**src/rtl/bilinear_blend.sv**
```systemverilog
`default_nettype none
// ============================================================================
// Module      : bilinear_blend
// Description : Three-stage bilinear interpolator. Blends a 2x2 source
//               neighbourhood with fractional weights into one 8-bit pixel
//               and emits it as an AXI-stream video master with regenerated
//               end-of-line (tlast) and start-of-frame (tuser) markers.
// Revision    : 1.0 - initial release
// ============================================================================
module bilinear_blend #(
  parameter int IMG_WIDTH  = 640,
  parameter int IMG_HEIGHT = 480,
  parameter int FRAC_W     = 4
) (
  input  logic              clk,
  input  logic              rst,        // active-low, asynchronous assert
  input  logic              s_valid,
  output logic              s_ready,
  input  logic              s_last,
  input  logic [7:0]        lu,
  input  logic [7:0]        ru,
  input  logic [7:0]        ld,
  input  logic [7:0]        rd,
  input  logic [FRAC_W-1:0] fx,
  input  logic [FRAC_W-1:0] fy,
  output logic [7:0]        m_tdata,
  output logic              m_tvalid,
  input  logic              m_tready,
  output logic              m_tlast,
  output logic              m_tuser,
  output logic              err_last
);

  // Partial-sum widths: one interpolation axis adds FRAC_W bits of weight.
  localparam int TW = 8 + FRAC_W;
  localparam int VW = 8 + 2 * FRAC_W;
  localparam int CW = (IMG_WIDTH  > 1) ? $clog2(IMG_WIDTH)  : 1;
  localparam int RW = (IMG_HEIGHT > 1) ? $clog2(IMG_HEIGHT) : 1;

  // Weight 1.0 needs one bit more than the fractional weight itself.
  localparam logic [FRAC_W:0] C_ONE  = {1'b1, {FRAC_W{1'b0}}};
  localparam logic [VW-1:0]   C_HALF = VW'(1) << (2 * FRAC_W - 1);
  localparam logic [CW-1:0]   C_COL_LAST = CW'(IMG_WIDTH - 1);
  localparam logic [RW-1:0]   C_ROW_LAST = RW'(IMG_HEIGHT - 1);

  // Position counters
  logic [CW-1:0] col_q, col_d;
  logic [RW-1:0] row_q, row_d;
  logic          err_q, err_d;

  // Stage 1: horizontal blends plus the vertical weight carried along
  logic              v1_q, v1_d;
  logic [TW-1:0]     top_q, top_d;
  logic [TW-1:0]     bot_q, bot_d;
  logic [FRAC_W-1:0] fy1_q, fy1_d;
  logic              last1_q, last1_d;
  logic              user1_q, user1_d;

  // Stage 2: vertical blend
  logic          v2_q, v2_d;
  logic [VW-1:0] sum_q, sum_d;
  logic          last2_q, last2_d;
  logic          user2_q, user2_d;

  // Stage 3: rounded output pixel
  logic       v3_q, v3_d;
  logic [7:0] pix_q, pix_d;
  logic       last3_q, last3_d;
  logic       user3_q, user3_d;

  logic              adv;
  logic              acc;
  logic              col_end;
  logic              row_end;
  logic [FRAC_W:0]   wx_n;
  logic [FRAC_W:0]   wy_n;

  // The whole pipe moves as one; it only freezes when the output is stuck.
  assign adv     = !v3_q || m_tready;
  assign acc     = s_valid && adv;
  assign col_end = (col_q == C_COL_LAST);
  assign row_end = (row_q == C_ROW_LAST);
  assign wx_n    = C_ONE - {1'b0, fx};
  assign wy_n    = C_ONE - {1'b0, fy1_q};

  assign s_ready  = adv;
  assign m_tvalid = v3_q;
  assign m_tdata  = pix_q;
  assign m_tlast  = last3_q;
  assign m_tuser  = user3_q;
  assign err_last = err_q;

  // Next-state for the pipeline stages, counters and sticky error flag.
  // Partial sums are bounded by 255 * 2^k, so modular arithmetic at the
  // declared widths is exact.
  always_comb begin
    col_d   = col_q;
    row_d   = row_q;
    err_d   = err_q;
    v1_d    = v1_q;
    top_d   = top_q;
    bot_d   = bot_q;
    fy1_d   = fy1_q;
    last1_d = last1_q;
    user1_d = user1_q;
    v2_d    = v2_q;
    sum_d   = sum_q;
    last2_d = last2_q;
    user2_d = user2_q;
    v3_d    = v3_q;
    pix_d   = pix_q;
    last3_d = last3_q;
    user3_d = user3_q;

    if (adv) begin
      v1_d    = s_valid;
      top_d   = TW'(lu) * TW'(wx_n) + TW'(ru) * TW'(fx);
      bot_d   = TW'(ld) * TW'(wx_n) + TW'(rd) * TW'(fx);
      fy1_d   = fy;
      last1_d = col_end;
      user1_d = (col_q == '0) && (row_q == '0);

      v2_d    = v1_q;
      sum_d   = VW'(top_q) * VW'(wy_n) + VW'(bot_q) * VW'(fy1_q);
      last2_d = last1_q;
      user2_d = user1_q;

      v3_d    = v2_q;
      pix_d   = 8'((sum_q + C_HALF) >> (2 * FRAC_W));
      last3_d = last2_q;
      user3_d = user2_q;
    end

    if (acc) begin
      if (s_last != col_end) begin
        err_d = 1'b1;
      end
      if (col_end) begin
        col_d = '0;
        row_d = row_end ? '0 : row_q + RW'(1);
      end else begin
        col_d = col_q + CW'(1);
      end
    end
  end

  // State registers; reset drops every in-flight pixel and restarts at (0,0).
  always_ff @(posedge clk or negedge rst) begin
    if (!rst) begin
      col_q   <= '0;
      row_q   <= '0;
      err_q   <= 1'b0;
      v1_q    <= 1'b0;
      top_q   <= '0;
      bot_q   <= '0;
      fy1_q   <= '0;
      last1_q <= 1'b0;
      user1_q <= 1'b0;
      v2_q    <= 1'b0;
      sum_q   <= '0;
      last2_q <= 1'b0;
      user2_q <= 1'b0;
      v3_q    <= 1'b0;
      pix_q   <= '0;
      last3_q <= 1'b0;
      user3_q <= 1'b0;
    end else begin
      col_q   <= col_d;
      row_q   <= row_d;
      err_q   <= err_d;
      v1_q    <= v1_d;
      top_q   <= top_d;
      bot_q   <= bot_d;
      fy1_q   <= fy1_d;
      last1_q <= last1_d;
      user1_q <= user1_d;
      v2_q    <= v2_d;
      sum_q   <= sum_d;
      last2_q <= last2_d;
      user2_q <= user2_d;
      v3_q    <= v3_d;
      pix_q   <= pix_d;
      last3_q <= last3_d;
      user3_q <= user3_d;
    end
  end

endmodule
`default_nettype wire

```
**config.mk**
```make
export PLATFORM = sky130hd
export DESIGN_NAME = bilinear_blend
export DESIGN_NICKNAME = d
export VERILOG_FILES = /design/src/rtl/bilinear_blend.sv
export SDC_FILE = /design/constraint.sdc
export NUM_CORES = 1
export LEC_CHECK = 0
export BUFFER_PORTS_ARGS = -buffer_cell sky130_fd_sc_hd__buf_2
export CAP_MARGIN = 20
export CORE_AREA = 2 2 150 152
export DETAILED_ROUTE_END_ITERATION = 8
export DIE_AREA = 0 0 152 154
export PLACE_DENSITY = 0.71
export SLEW_MARGIN = 10
export SYNTH_ARGS = -nofsm -noshare
export SYNTH_HDL_FRONTEND = slang
export SYNTH_SLANG_ARGS = --single-unit
export TNS_END_PERCENT = 20
```
**constraint.sdc**
```tcl
create_clock -name clk -period 6.8 [get_ports clk]
set_clock_uncertainty 0.15 [all_clocks]
set_input_delay 1.02 -clock clk [delete_from_list [all_inputs] [get_ports clk]]
set_output_delay 1.02 -clock clk [all_outputs]
set_load 0.02 [all_outputs]
```
[Yosys cells after proc, flatten, opt, wreduce, memory -nomap -nowiden]
Cells that the tools add are included.
Cells by class
  mux-type cells: 2
  add/subtract/negate cells: 8
  $mul: 6
  eq/ne operators: 3
  reduce and logical (&&, ||, !) cells: 8
Operators by type and width (count)
  12-bit adder: 2
  8-bit by 4-bit multiplier with 12-bit output: 2
  8-bit by 5-bit multiplier with 12-bit output: 2
  16-bit adder: 1
  16-bit by 8-bit adder with 16-bit output (second input constant): 1
  12-bit by 4-bit multiplier with 16-bit output: 1
  12-bit by 5-bit multiplier with 16-bit output: 1
  10-bit by 1-bit adder with 10-bit output (second input constant): 1
  10-bit == test (second input constant): 1
  10-bit logical NOT: 1
  10-bit 2-to-1 mux: 1
  5-bit by 4-bit subtractor with 5-bit output (first input constant): 2
  9-bit by 1-bit adder with 9-bit output (second input constant): 1
  9-bit == test (second input constant): 1
  9-bit logical NOT: 1
  9-bit 2-to-1 mux: 1
  2-bit AND reduction: 2
  1-bit logical AND: 2
  1-bit logical NOT: 1
  1-bit logical OR: 1
  1-bit inequality test: 1
Word-level totals
  output and inout port bits: 13
  register bits after elaboration: 81
  logic and storage cells: 44
  input port bits: 45

[Longest topological paths before layout]
  depth after elaboration: 4
  gate-level depth with buffers: 21

[Least setup slack after synthesis]
Ideal clock, no wire load.
  path kind: input to register
  start point: input fx[0]
  end point: register top_q[10]
  setup slack: 900 ps
  path buffers: 2
  arrival time: 5654 ps
  stages on the path: 21
  data required time: 6555 ps
  setup time: 95 ps
  cells stage by stage: clkbuf_1 > inv_1 > ha_1 > xnor2_1 > clkbuf_1 > nand2_1 > fa_1 > inv_1 > fa_1 > fa_1 > inv_1 > fa_1 > inv_1 > ha_1 > nor2b_1 > o21ai_1 > a21boi_0 > o21ai_0 > a211oi_1 > o21a_1 > o31ai_1
Between the ends
  word-level cells in the longest chain between the ends: 3
  elaborated cells on any way between the ends: 4
RTL lines
  start: declaration: RTL line 24  | input logic [FRAC_W-1:0] fx,
  5-bit by 4-bit subtractor with 5-bit output: RTL line 83  | assign wx_n = C_ONE - {1'b0, fx};
  8-bit by 5-bit multiplier with 12-bit output: RTL line 117  | top_d = TW'(lu) * TW'(wx_n) + TW'(ru) * TW'(fx);
  12-bit adder (*): RTL line 117
  end signal: assignment: RTL line 172  | top_q <= top_d;
  end: declaration: RTL line 53  | logic [TW-1:0] top_q, top_d;
Every way passes the cells marked *; elsewhere a longest branch is shown, timed or not.
A chain may end at the register's enable or synchronous reset.

[Worst setup path after layout]
  start point: input fx[1]
  end point: register top_q[10]
Same word-level chain as after synthesis.

==> qor.yml <==
status: "finished clean"
fillers: 2006
grt_pass1_vias: 8177
drive_above_1_share_pct: 7.851
hpwl_um: 16640
antenna_found_initial: 0
path_class: "in -> reg"
synth-seq-area-share_pct: 17.31
clock.fmax_ghz: 0.1738
synth-xor-area-share_pct: 4.257
crit_path_cell_trace: "buf_2 -> inv_1 -> ha_1 -> xnor2_1 -> buf_4 -> nand2_1 -> fa_1 -> inv_1 -> fa_1 -> fa_1 -> inv_1 -> fa_1 -> inv_1 -> ha_1 -> nor2b_1 -> o21ai_1 -> a21boi_0 -> o21ai_0 -> a211oi_1 -> o21a_1 -> o31ai_1"
grt_max_degree: 75
crit_required_ns: 6.90
post_cts_buffers: 0
insertion_delay_ns: 0.35
postSynthCellCount: 1214
place_congestion: 0.8626
io_buffers: 57
rsz0062_at_grt: "no"
crit_path_end_kind: "register"
vias_per_cell: 4.976
synth_top_area_share_pct: 32.00
crit_slowest_cell: "fa_1"
synth_fa_ha_area_share_pct: 41.71
ys.flop_type: "dfrtp_1"
n_antenna_cell: 0
worstMarginPinSlew_ns: 0.9513
cts.sinks: 74
clkTransAtPathRegs_ns: 0.07
setup_violations: 0
drt-pass1-iter-count: 4
ios: 58
avgRoutedWirePerCell_um: 13.41
grt_remaining_overflow: 0
synth_nets: 1513
syn_area_sq_um: 10700
cts_root_buf: "clkbuf_16"
crit_path_max_incr_delay_ns: 0.52
die_y_um: 154
yosys.area_share.simple_pct: 20.35
wirelength_um: 20670
ys_seq_elements: 74
hold_viol_final: 0
min_path_type: "reg -> reg"
start_kind: "input pin"
yosysTopAreaCell: "fa_1"
drv_cap: 0
synth-edff-count: 0
synth_warnings: 0
nNetsFinal: 1555
tns_ns: 0
die_width_um: 152
cts_made_buffers: 9
async_flop_share_pct: 100.0
synth_area_leaders: "fa_1 (32%), dfrtp_1 (17%), ha_1 (9.7%), inv_1 (9.2%), and2_1 (8.4%)"
critPathArrivalTime_ns: 5.85
num_vias: 7668
period_share_pct: 84.60
core_sq_um: 21690
avgSynthCellArea_sq_um: 8.812
dieArea_sq_um: 23410
drt_first_iter_violations: 283
htreeDepth: 3
maxSlewHeadroom_pct: 36.49
cts_resized: 0
hold_buffers: 0
cp_max_fo: 18
grtUsageTotal_pct: 19.28
cts_tree: "yes"
min_period_ns: 5.753
r2r_setup_slack_ns: 1.21
rows: 54
start_util_pct: 49.33
ys_types: 49
synth_top_family_by_area: "adder cells"
drv_slew: 0
drc: 0
final_common_cell: "inv_1"
ant_nets: 0
grt_pass1_wl_um: 37560
clockBufferDepth: 2
final_cell_mix: "inv_1 (262), nand2_1 (190), fa_1 (171)"
synth_compound_area_share_pct: 5.801
syn_to_final_growth_pct: 8.246
synthMuxAreaShare_pct: 0.09357
metrics by stage:
step / instance area, sq um / util [%] / std cells / hold slack (ns) / worst slack (ns)
after detailed placement: 11270 / 51.96 / 1525 / 0.3034 / 0.7070
final: 11580 / 53.39 / 1541 / 0.3111 / 1.047
after global placement: 11270 / 51.96 / 1525 / 0.2966 / 0.8647
after global routing: 11580 / 53.39 / 1541 / 0.3333 / 0.5608
after floorplan: 10700 / - / 1214 / 0.2800 / 0.9004
after CTS: 11580 / 53.39 / 1541 / 0.3188 / 1.049
synthesized netlist by cell type (2+ instances only):
cell / n
inv_1: 263
nand2_1: 190
fa_1: 171
and2_1: 143
ha_1: 83
dfrtp_1: 74
nor2_1: 42
xnor2_1: 36
clkbuf_1: 33
o21ai_0: 32
a21oi_1: 26
xor2_1: 16
nand3_1: 13
nor3_1: 9
a21o_1: 7
nand4_1: 7
and3_1: 6
a31oi_1: 5
nand2b_1: 5
o21a_1: 5
o21ai_1: 5
o31ai_1: 4
nor4_1: 3
o21bai_1: 3
a211oi_1: 2
a21oi_2: 2
buf_2: 2
nor2b_1: 2
nor3_2: 2
nor3b_1: 2
nor4b_1: 2
o211ai_1: 2
area by class of cell:
| class | instances | area (sq um) | share of cell area (%) |
|---|---|---|---|
| clock inverter | 7 | 85.08 | 0.7347 |
| clock buffer | 9 | 225.2 | 1.945 |
| sequential | 74 | 1852 | 15.99 |
| timing repair buffer | 66 | 355.3 | 3.069 |
| multi-input combinational | 842 | 7725 | 66.71 |
| tap | 280 | 350.3 | 3.025 |
| inverter | 263 | 987.2 | 8.525 |
routing by layer:
metal	global-route usage, %	part of all wire (%)	wire, um	vias to the layer above
met5	0	0	0	-
met3	2.142	2.4	498	23
met2	34.86	50	10390	91
li1	-	-	-	3720
met1	24.83	46	9446	3834
met4	4.806	1.6	326	0
critical path: cells and delay by family:
| family | cells | cell delay [ns] |
|---|---|---|
| AND/OR/NAND/NOR | 2 | 0.23 |
| buffers and inverters | 6 | 0.74 |
| adder cells (fa/ha/maj) | 6 | 2.48 |
| AO/OA/AOI/OAI | 6 | 1.04 |
| XOR/XNOR | 1 | 0.31 |
kinds of logic (layout without fill, tap and decap cells):
| kind of cell | after synthesis | in the layout |
|---|---|---|
| XOR/XNOR | 52 | 52 |
| buffers and inverters | 298 | 345 |
| flip-flops | 74 | 74 |
| AND/OR/NAND/NOR | 436 | 436 |
| AO/OA/AOI/OAI | 99 | 99 |
| adder cells (fa/ha/maj) | 254 | 254 |
| multiplexers | 1 | 1 |
final timing paths:
kind,from,to,depth (start not counted)
worst min-delay path,m_tdata[0],m_tdata[0],2
worst max register to register,fy1_q[1],sum_q[15],19
worst min register to register,m_tdata[0],m_tdata[0],2
worst max-delay path,fx[1],top_q[10],21
min in group asynchronous,rst,m_tdata[2],1
max in group asynchronous,rst,top_q[3],1
sequential cells by signal, indices dropped and copies added, names as in the netlist, 4 cells and up:
name	count
fy1_q	4
sum_q	9
top_q	12
m_tdata	8
row_q	9
bot_q	12
col_q	10
Power is left out: the tool's default activity adds up to more than one toggle a clock period on the data nets, which glitch-free logic cannot reach.
